===== src/rtl/uart_apb_controller_if.sv =====
// APB bus bundle between the UART controller (master) and the UART register slave.
interface uart_apb_controller_if;
  logic       psel;
  logic       penable;
  logic       pwrite;
  logic [2:0] paddr;
  logic [7:0] pwdata;
  logic [7:0] prdata;
  logic       pslverr;

  modport master (
    output psel, penable, pwrite, paddr, pwdata,
    input  prdata, pslverr
  );

  modport slave (
    input  psel, penable, pwrite, paddr, pwdata,
    output prdata, pslverr
  );
endinterface


===== src/rtl/uart_apb_controller.sv =====
// APB master that programs the UART receiver slave and streams received
// characters to a downstream consumer over a valid/ready handshake.
module uart_apb_controller #(
  parameter int unsigned POLL_GAP = 4
) (
  input  logic        clk,
  input  logic        rst,
  input  logic        cfg_start,
  input  logic [13:0] cfg_bit_period,
  input  logic [3:0]  cfg_data_size,
  input  logic        run,
  output logic        cfg_done,
  output logic        busy,
  output logic        rx_valid,
  input  logic        rx_ready,
  output logic [7:0]  rx_data,
  output logic [1:0]  rx_err,
  output logic        slv_err,
  uart_apb_controller_if.master apb
);

  localparam int unsigned GAP_W    = 8;
  localparam bit          GAP_NONE = (POLL_GAP == 0);
  localparam logic [GAP_W-1:0] GAP_LOAD = GAP_NONE ? '0 : GAP_W'(POLL_GAP - 1);

  typedef enum logic [2:0] {S_IDLE, S_SETUP, S_ACCESS, S_GAP, S_HOLD} state_e;
  typedef enum logic [2:0] {OP_W_BPL, OP_W_BPH, OP_W_DSZ, OP_R_STAT, OP_R_ERR, OP_R_DAT} op_e;

  typedef struct packed {
    logic       write;
    logic [2:0] addr;
    logic [7:0] wdata;
  } txn_t;

  state_e           r_state;
  op_e              r_op;
  txn_t             r_txn;
  logic             r_psel;
  logic             r_penable;
  logic [GAP_W-1:0] r_gap_cnt;
  logic [13:0]      r_bit_period;
  logic [3:0]       r_data_size;

  // Address, direction and write data of the slave access selected by op.
  function automatic txn_t txn_of(input op_e op, input logic [13:0] bp, input logic [3:0] ds);
    txn_t t;
    t = '0;
    case (op)
      OP_W_BPL:  begin t.write = 1'b1; t.addr = 3'd2; t.wdata = bp[7:0];          end
      OP_W_BPH:  begin t.write = 1'b1; t.addr = 3'd3; t.wdata = {2'b00, bp[13:8]}; end
      OP_W_DSZ:  begin t.write = 1'b1; t.addr = 3'd4; t.wdata = {4'b0000, ds};     end
      OP_R_STAT: t.addr = 3'd0;
      OP_R_ERR:  t.addr = 3'd1;
      OP_R_DAT:  t.addr = 3'd6;
      default:   t = '0;
    endcase
    return t;
  endfunction

  assign apb.psel    = r_psel;
  assign apb.penable = r_penable;
  assign apb.pwrite  = r_txn.write;
  assign apb.paddr   = r_txn.addr;
  assign apb.pwdata  = r_txn.wdata;

  // Controller FSM: sequences APB transactions; all bus and status outputs registered.
  always_ff @(posedge clk or posedge rst) begin
    if (rst) begin
      r_state      <= S_IDLE;
      r_op         <= OP_W_BPL;
      r_txn        <= '0;
      r_psel       <= 1'b0;
      r_penable    <= 1'b0;
      r_gap_cnt    <= '0;
      r_bit_period <= '0;
      r_data_size  <= '0;
      cfg_done     <= 1'b0;
      busy         <= 1'b0;
      rx_valid     <= 1'b0;
      rx_data      <= '0;
      rx_err       <= '0;
      slv_err      <= 1'b0;
    end else begin
      // Bus idles at zero unless a SETUP/ACCESS phase is entered below.
      r_psel    <= 1'b0;
      r_penable <= 1'b0;
      r_txn     <= '0;
      cfg_done  <= 1'b0;
      busy      <= 1'b1;
      case (r_state)
        S_IDLE: begin
          if (cfg_start) begin
            r_bit_period <= cfg_bit_period;
            r_data_size  <= cfg_data_size;
            r_op         <= OP_W_BPL;
            r_txn        <= txn_of(OP_W_BPL, cfg_bit_period, cfg_data_size);
            r_psel       <= 1'b1;
            r_state      <= S_SETUP;
          end else if (run) begin
            r_op    <= OP_R_STAT;
            r_txn   <= txn_of(OP_R_STAT, r_bit_period, r_data_size);
            r_psel  <= 1'b1;
            r_state <= S_SETUP;
          end else begin
            busy <= 1'b0;
          end
        end
        S_SETUP: begin
          r_psel    <= 1'b1;
          r_penable <= 1'b1;
          r_txn     <= r_txn;
          r_state   <= S_ACCESS;
        end
        S_ACCESS: begin
          if (apb.pslverr) begin
            slv_err <= 1'b1;
            busy    <= 1'b0;
            r_state <= S_IDLE;
          end else begin
            case (r_op)
              OP_W_BPL: begin
                r_op    <= OP_W_BPH;
                r_txn   <= txn_of(OP_W_BPH, r_bit_period, r_data_size);
                r_psel  <= 1'b1;
                r_state <= S_SETUP;
              end
              OP_W_BPH: begin
                r_op    <= OP_W_DSZ;
                r_txn   <= txn_of(OP_W_DSZ, r_bit_period, r_data_size);
                r_psel  <= 1'b1;
                r_state <= S_SETUP;
              end
              OP_W_DSZ: begin
                cfg_done <= 1'b1;
                busy     <= 1'b0;
                r_state  <= S_IDLE;
              end
              OP_R_STAT: begin
                if (apb.prdata[0]) begin
                  r_op    <= OP_R_ERR;
                  r_txn   <= txn_of(OP_R_ERR, r_bit_period, r_data_size);
                  r_psel  <= 1'b1;
                  r_state <= S_SETUP;
                end else if (!GAP_NONE) begin
                  r_gap_cnt <= GAP_LOAD;
                  r_state   <= S_GAP;
                end else if (run) begin
                  r_op    <= OP_R_STAT;
                  r_txn   <= txn_of(OP_R_STAT, r_bit_period, r_data_size);
                  r_psel  <= 1'b1;
                  r_state <= S_SETUP;
                end else begin
                  busy    <= 1'b0;
                  r_state <= S_IDLE;
                end
              end
              OP_R_ERR: begin
                rx_err  <= apb.prdata[1:0];
                r_op    <= OP_R_DAT;
                r_txn   <= txn_of(OP_R_DAT, r_bit_period, r_data_size);
                r_psel  <= 1'b1;
                r_state <= S_SETUP;
              end
              OP_R_DAT: begin
                rx_data  <= apb.prdata;
                rx_valid <= 1'b1;
                r_state  <= S_HOLD;
              end
              default: begin
                busy    <= 1'b0;
                r_state <= S_IDLE;
              end
            endcase
          end
        end
        S_GAP: begin
          if (r_gap_cnt == '0) begin
            if (run) begin
              r_op    <= OP_R_STAT;
              r_txn   <= txn_of(OP_R_STAT, r_bit_period, r_data_size);
              r_psel  <= 1'b1;
              r_state <= S_SETUP;
            end else begin
              busy    <= 1'b0;
              r_state <= S_IDLE;
            end
          end else begin
            r_gap_cnt <= r_gap_cnt - GAP_W'(1);
          end
        end
        S_HOLD: begin
          if (rx_ready) begin
            rx_valid <= 1'b0;
            if (!run) begin
              busy    <= 1'b0;
              r_state <= S_IDLE;
            end else if (!GAP_NONE) begin
              r_gap_cnt <= GAP_LOAD;
              r_state   <= S_GAP;
            end else begin
              r_op    <= OP_R_STAT;
              r_txn   <= txn_of(OP_R_STAT, r_bit_period, r_data_size);
              r_psel  <= 1'b1;
              r_state <= S_SETUP;
            end
          end
        end
        default: begin
          busy    <= 1'b0;
          r_state <= S_IDLE;
        end
      endcase
    end
  end

endmodule


===== src/flat_wrapper.sv =====
// flat-port wrapper written by rule: the top's interface ports become plain ports
module uart_apb_controller_flat 
#(
  parameter int unsigned POLL_GAP = 4
)
  (clk, rst, cfg_start, cfg_bit_period, cfg_data_size, run, cfg_done, busy, rx_valid, rx_ready, rx_data, rx_err, slv_err, apb_psel, apb_penable, apb_pwrite, apb_paddr, apb_pwdata, apb_prdata, apb_pslverr);
  uart_apb_controller_if apb_i ();
  input  logic clk;
  input  logic rst;
  input  logic cfg_start;
  input  logic [13:0] cfg_bit_period;
  input  logic [3:0] cfg_data_size;
  input  logic run;
  output logic cfg_done;
  output logic busy;
  output logic rx_valid;
  input  logic rx_ready;
  output logic [7:0] rx_data;
  output logic [1:0] rx_err;
  output logic slv_err;
  output wire logic [$bits(apb_i.psel)-1:0] apb_psel;
  output wire logic [$bits(apb_i.penable)-1:0] apb_penable;
  output wire logic [$bits(apb_i.pwrite)-1:0] apb_pwrite;
  output wire logic [$bits(apb_i.paddr)-1:0] apb_paddr;
  output wire logic [$bits(apb_i.pwdata)-1:0] apb_pwdata;
  input wire logic [$bits(apb_i.prdata)-1:0] apb_prdata;
  input wire logic [$bits(apb_i.pslverr)-1:0] apb_pslverr;
  assign apb_psel = apb_i.psel;
  assign apb_penable = apb_i.penable;
  assign apb_pwrite = apb_i.pwrite;
  assign apb_paddr = apb_i.paddr;
  assign apb_pwdata = apb_i.pwdata;
  assign apb_i.prdata = apb_prdata;
  assign apb_i.pslverr = apb_pslverr;
  uart_apb_controller #(.POLL_GAP(POLL_GAP)) u_core (.clk(clk), .rst(rst), .cfg_start(cfg_start), .cfg_bit_period(cfg_bit_period), .cfg_data_size(cfg_data_size), .run(run), .cfg_done(cfg_done), .busy(busy), .rx_valid(rx_valid), .rx_ready(rx_ready), .rx_data(rx_data), .rx_err(rx_err), .slv_err(slv_err), .apb(apb_i));
endmodule

===== config.mk =====
export PLATFORM = sky130hd
export DESIGN_NAME = uart_apb_controller_flat
export DESIGN_NICKNAME = d
export VERILOG_FILES = /design/src/rtl/uart_apb_controller_if.sv /design/src/rtl/uart_apb_controller.sv /design/src/flat_wrapper.sv
export SDC_FILE = /design/constraint.sdc
export NUM_CORES = 1
export LEC_CHECK = 0
export ABC_AREA = 1
export BUFFER_PORTS_ARGS = -buffer_cell sky130_fd_sc_hd__buf_2
export CORE_MARGIN = 2
export CORE_UTILIZATION = 49
export CTS_CLUSTER_DIAMETER = 80
export CTS_CLUSTER_SIZE = 16
export DETAILED_ROUTE_END_ITERATION = 10
export PLACE_DENSITY = 0.75
export SYNTH_ARGS = -nofsm -noshare
export SYNTH_HDL_FRONTEND = slang
export SYNTH_SLANG_ARGS = --single-unit

===== constraint.sdc =====
create_clock -name clk -period 2.7 [get_ports clk]
set_input_delay 0.405 -clock clk [delete_from_list [all_inputs] [get_ports clk]]
set_output_delay 0.405 -clock clk [all_outputs]
set_load 0.1 [all_outputs]

After elaboration in Yosys (flattened, before gate mapping):

Cells that the tools add are included.

* flip-flop bits (word level): 60
* bits of input ports: 32
* word-level logic and storage cells: 103

* $add $sub $neg: 1
* equal/unequal tests: 20
* multiplexer cells: 49
* bitwise operators: 1
* reductions and logical operators: 16

Operators by type and width (number)
* 8-bit two-way mux: 6
* 12-bit case mux with 4 select lines: 1
* 12-bit case mux with 3 select lines: 1
* 3-bit two-way mux: 10
* 12-bit two-way mux: 2
* 8-bit case mux with 3 select lines: 1
* 3-bit case mux with 3 select lines: 2
* 1-bit two-way mux: 17
* 3-bit case mux with 5 select lines: 1
* 2-bit inequality test, second input constant: 7
* 3-bit by 2-bit == test with 1-bit output, second input constant: 4
* 3-bit case mux with 4 select lines: 1
* 3-bit == test, second input constant: 3
* 9-bit two-way mux: 1
* 3-bit AND reduction: 3
* 8-bit zero test: 1
* 8-bit by 1-bit subtractor with 8-bit output, second input constant: 1
* 7-bit AND reduction: 1
* 3-bit by 1-bit == test with 1-bit output, second input constant: 2
* 3-bit zero test: 2
* 3-bit inequality test, second input constant: 2
* 3-bit nonzero test: 2
* 5-bit by 4-bit inequality test with 1-bit output, second input constant: 1
* 1-bit case mux with 5 select lines: 1
* other kinds (11): 14

Longest topological paths before layout:

* depth in word-level cells: 5
* mapped depth: 10
* mapped depth without buffers: 9

Least setup slack after synthesis:

OpenSTA, ideal clock, no wires.

* path kind: reg-to-reg
* start: register u_core.r_gap_cnt[0]
* end: register u_core.r_gap_cnt[7]
* library setup time: 0.116 ns
* arrival: 1.221 ns
* slack: 1.362 ns
* stages on the path, launching flop included: 10
* path buffers: 0
* clock period less this slack: 1.338 ns
* path through: dfrtp_1 -> inv_1 -> ha_1 -> nand3_1 -> nor2_1 -> nand2_1 -> nand2_1 -> nor2_4 -> nand2_1 -> nand2_1

* longest elaborated chain between the ends: 3
* elaborated cells on any way between the ends: 6

RTL lines
* start: declaration: RTL line uart_apb_controller.sv:40 `logic [GAP_W-1:0] r_gap_cnt;`
* start signal: assignment: RTL line uart_apb_controller.sv:188 `r_gap_cnt <= r_gap_cnt - GAP_W'(1);`
* 8-bit by 1-bit subtractor with 8-bit output or 8-bit zero test (tied branches): RTL line uart_apb_controller.sv:188, uart_apb_controller.sv:177
* 8-bit two-way mux or 2-bit inequality test (tied branches)
* 8-bit case mux with 3 select lines or 7-bit AND reduction (tied branches)

Parallel ways exist; a longest one is shown, timed or not. The select of a mux whose other input is x is not followed.
A chain may end at the register's enable or synchronous reset.

Final worst setup path:

* start: register u_core.r_state[1]
* end: register u_core.r_gap_cnt[3]

* longest elaborated chain between the ends: 3
* elaborated cells on any way between the ends: 12

RTL lines
* start: declaration: RTL line uart_apb_controller.sv:35 `state_e r_state;`
* start signal: assignment: RTL line uart_apb_controller.sv:69 `r_state <= S_IDLE;`
* start signal: assignment: RTL line uart_apb_controller.sv:98 `r_state <= S_SETUP;`
* start signal: assignment: RTL line uart_apb_controller.sv:103 `r_state <= S_SETUP;`
* 3-bit by 2-bit == test with 1-bit output or 3-bit == test (tied branches): RTL line uart_apb_controller.sv:90 `case (r_state)`
* 2-bit inequality test (no source line) or 3-bit nonzero test (tied branches)
* 7-bit AND reduction (no source line)

Parallel ways exist; a longest one is shown, timed or not.

==> implementation parameters <==
Parameter                              Value

Timing
  Tmin final ... 1610 ps
  Slew @ Worst Pin ... approximately 500 ps
  Final clock skew ... 4.31 ps
  Number of endpoints failing setup at the final stage ... 0
  Fin Setup TNS ... 0 ps
  Achievable frequency ... ~620 MHz
  Hold Violations, Final ... 0
  Share of the clock period used by the worst path ... 0.596
  RSZ-0062 raised after global routing ... no
  Max Transition Viols Final ... 0
  Rel. slew slack ... 0.673

Yosys
  Number of distinct standard cells referenced by the synthesized netlist ... 36
  Most used flip-flop cell after synthesis ... sky130_fd_sc_hd__dfrtp_1
  Register bit count reported by yosys ... 52
  Number of enable-type register cells in the synthesized netlist ... 0
  FFs w/ async S/R, synth ... 1.00
  Number of nets produced by synthesis ... 383
  Synthesized cell area ... 2730 µm²
  Syn Inst Count ... 349
  Yosys warnings ... 0
  Sequential cell area fraction in the yosys report ... 0.476
  Synthesized area divided by synthesized cell count ... slightly below 8 µm²

GRT
  Largest net degree at the start of global routing ... 31
  Vias in the first global route ... 2231
  Antenna violations before repair ... 0
  Total GRT Usage ... 0.206
  First-pass GRT wire length ... between 10 and 15 mm
  Global route overflow ... 0

Power
  Switching portion of total power ... 0.562
  Share of power burned in registers ... 0.295
  Leakage power ... 1.76 nW
  Internal Power ... 1.91 mW
  Switch Pwr ... 2.45 mW
  Fraction of power consumed by combinational cells ... 0.582
  Clock share of power ... 0.123
  Pwr dens ... 1370 nW/µm²
  VDD IR-drop max ... 0.683 mV

Floorplan
  Core Rows ... 27
  Overall die area ... slightly above 6000 µm²
  Number of I/O pins ... 60
  DIE WIDTH ... 78.7 µm
  Vertical die dimension ... between 70 and 80 µm
  Placeable core region ... 5440 µm²
  Initial cell density of the core ... 0.503

Finish
  Design Area, Final ... approximately 3200 µm²
  Top library cells by usage in the layout, fill and taps aside ... 121 x sky130_fd_sc_hd__nand2_1, 59 x sky130_fd_sc_hd__buf_2, 52 x sky130_fd_sc_hd__dfrtp_1, 39 x sky130_fd_sc_hd__inv_1, 28 x sky130_fd_sc_hd__nor2_1
  Most common cell after layout, fill and taps aside ... sky130_fd_sc_hd__nand2_1
  Fill cell total of the finished layout ... between 500 and 600
  Number of diodes added for antenna fixing ... 0
  Syn-to-layout area delta ... 16.3%
  Fraction of layout instances using a drive strength above 1 ... 0.249
  Post-layout nets ... 443

Setup path
  Crit-path max cell delay ... roughly 500 ps
  Worst Path Required ... between 2000 and 3000 ps
  Capturing element type of the critical path ... flip-flop
  Crit Path Class ... flip-flop to flip-flop
  Peak fanout along the critical path ... 13
  Critical Path AT ... around 1800 ps
  Critical-path cell list ... nand3_2 > inv_2 > o21ai_2 > nand2_1 > nand2_2 > nand2_1 > nand2_1
  Cell with the largest stage delay on the worst path ... sky130_fd_sc_hd__dfrtp_1
  Cell repeated most along the worst path ... sky130_fd_sc_hd__nand2_1
  CP startpoint kind ... flip-flop

Clocking
  Clk Tree Root Cell ... sky130_fd_sc_hd__clkbuf_8
  Clock slew seen by the registers of the worst setup and hold paths ... 90 ps
  Number of clock buffers inserted by TritonCTS ... 5
  Worst skew pair latency ... 300 ps
  Level count of the clock H-tree ... 2
  Post-cts repair resize count ... 0
  Count of clock tree sinks ... 52
  Maximum count of clock buffers along a single path ... 2
  TritonCTS clock tree ... done
  Number of setup buffers added after CTS ... 0
  Post-CTS Hold Fix Bufs ... 0

Detailed routing
  Per-cell via count in the routed design ... 5.02
  Antenna viol nets, final ... 0
  Number of remaining DRC errors ... 0
  Total vias in the final route ... 2418
  Total wire length after detailed routing ... 5.78 mm
  Starting DRT DRC Count ... 127
  Detailed-route wire length per cell ... 12.0 µm
  First-pass detailed-route iteration total ... 4

Flow run
  Number of violations of the max-capacitance limit ... 0

Placed design
  HPWL after DPL ... 4.28 mm
  Placer's final routability congestion estimate ... around 0.88
  Instance area after placement ... 3070 µm²
  Port Buffers ... 59

Min path
  Hold Path Class ... input pin to asynchronous set/reset pin

Run status
  Outcome ... completed
## per-stage QoR
step	total power, mW	hold slack, ps	worst slack, ps	std cells	util
after global placement	3.79	447	1200	474	0.564
after detailed placement	3.83	456	1130	474	0.564
final	4.35	99.2	1090	482	0.585
after CTS	4.37	116	1100	482	0.585
after global routing	4.68	139	948	482	0.585
after floorplan	3.41	450	1040	349	-
## routing by layer
layer,track usage,share of wire,vias up
met1,0.292,0.47,1111
met4,0.0632,0.012,0
met5,0,0,-
li1,-,-,1222
met3,0.0375,0.066,6
met2,0.322,0.45,79
## flip-flops by register name (all words and copies together), names as in the netlist
signal               count
u_core.slv_err           1
u_core.apb.pwdata        8
u_core.rx_data           8
u_core.r_op              3
u_core.busy              1
u_core.apb.psel          1
u_core.r_gap_cnt         8
u_core.apb.penable       1
u_core.apb.paddr         3
u_core.cfg_done          1
u_core.r_state           3
u_core.r_bit_period      6
u_core.apb.pwrite        1
u_core.rx_err            2
u_core.r_data_size       4
u_core.rx_valid          1
## power by group through the flow
stage                     registers (mW)  clock network (mW)  logic [mW]
after floorplan                     2.22                   0        1.19
after global placement              1.29                   0        2.50
after detailed placement            1.29                   0        2.53
after CTS                           1.28               0.553        2.54
after global routing                1.33               0.584        2.77
final                               1.28               0.537        2.53
## kinds of logic after synthesis
family                   synth area share
flip-flops                          0.476
adder cells (fa/ha/maj)           0.00915
buffers and inverters              0.0897
XOR/XNOR                          0.00641
AO/OA/AOI/OAI                       0.102
AND/OR/NAND/NOR                     0.317
## final timing paths
path	from	to	slack, ps	depth (start not counted)
worst min-delay path	rst	u_core.apb.paddr[2]	100	2
max in group asynchronous	rst	u_core.apb.psel	1850	3
worst max-delay path	u_core.r_state[1]	u_core.r_gap_cnt[3]	1090	7
worst min register to register	u_core.slv_err	u_core.slv_err	480	2
worst max register to register	u_core.r_state[1]	u_core.r_gap_cnt[3]	1090	7
min in group clk	cfg_bit_period[4]	u_core.apb.pwdata[4]	300	3
## layout make-up
type | count | area (µm²) | area share
multi-input combinational | 241 | 1190 | 0.373
clock inverter | 2 | 38.8 | 0.0122
tap | 72 | 90.1 | 0.0283
inverter | 49 | 186 | 0.0586
sequential | 52 | 1300 | 0.409
clock buffer | 6 | 72.6 | 0.0228
timing repair buffer | 60 | 303 | 0.0952
## Yosys cell counts, types with 2 or more instances
cell / number / share of area
sky130_fd_sc_hd__buf_2: 2 / 0.0037
sky130_fd_sc_hd__inv_2: 7 / 0.0096
sky130_fd_sc_hd__nor2_1: 28 / 0.038
sky130_fd_sc_hd__a21oi_1: 7 / 0.013
sky130_fd_sc_hd__o21ai_2: 10 / 0.032
sky130_fd_sc_hd__dfrtp_1: 52 / 0.48
sky130_fd_sc_hd__nand4_1: 5 / 0.011
sky130_fd_sc_hd__nor2_4: 2 / 0.0082
sky130_fd_sc_hd__buf_6: 3 / 0.012
sky130_fd_sc_hd__a22o_1: 2 / 0.0064
sky130_fd_sc_hd__nand2_1: 121 / 0.17
sky130_fd_sc_hd__nand3_1: 24 / 0.044
sky130_fd_sc_hd__nand3_2: 2 / 0.0073
sky130_fd_sc_hd__ha_1: 2 / 0.0092
sky130_fd_sc_hd__nor2_2: 3 / 0.0069
sky130_fd_sc_hd__nor3_1: 2 / 0.0037
sky130_fd_sc_hd__nand2_2: 3 / 0.0069
sky130_fd_sc_hd__o22ai_1: 4 / 0.0092
sky130_fd_sc_hd__inv_1: 40 / 0.055
sky130_fd_sc_hd__buf_4: 2 / 0.0055
sky130_fd_sc_hd__o21ai_0: 5 / 0.0092
sky130_fd_sc_hd__o21ai_1: 9 / 0.016
## worst max-delay path, delay by kind of cell (launching register included)
family | cells | cell delay (ps)
AND/OR/NAND/NOR | 5 | 630
flip-flops | 1 | 510
buffers and inverters | 1 | 230
AO/OA/AOI/OAI | 1 | 120
Note: power is estimated with default switching activity, not from simulation.
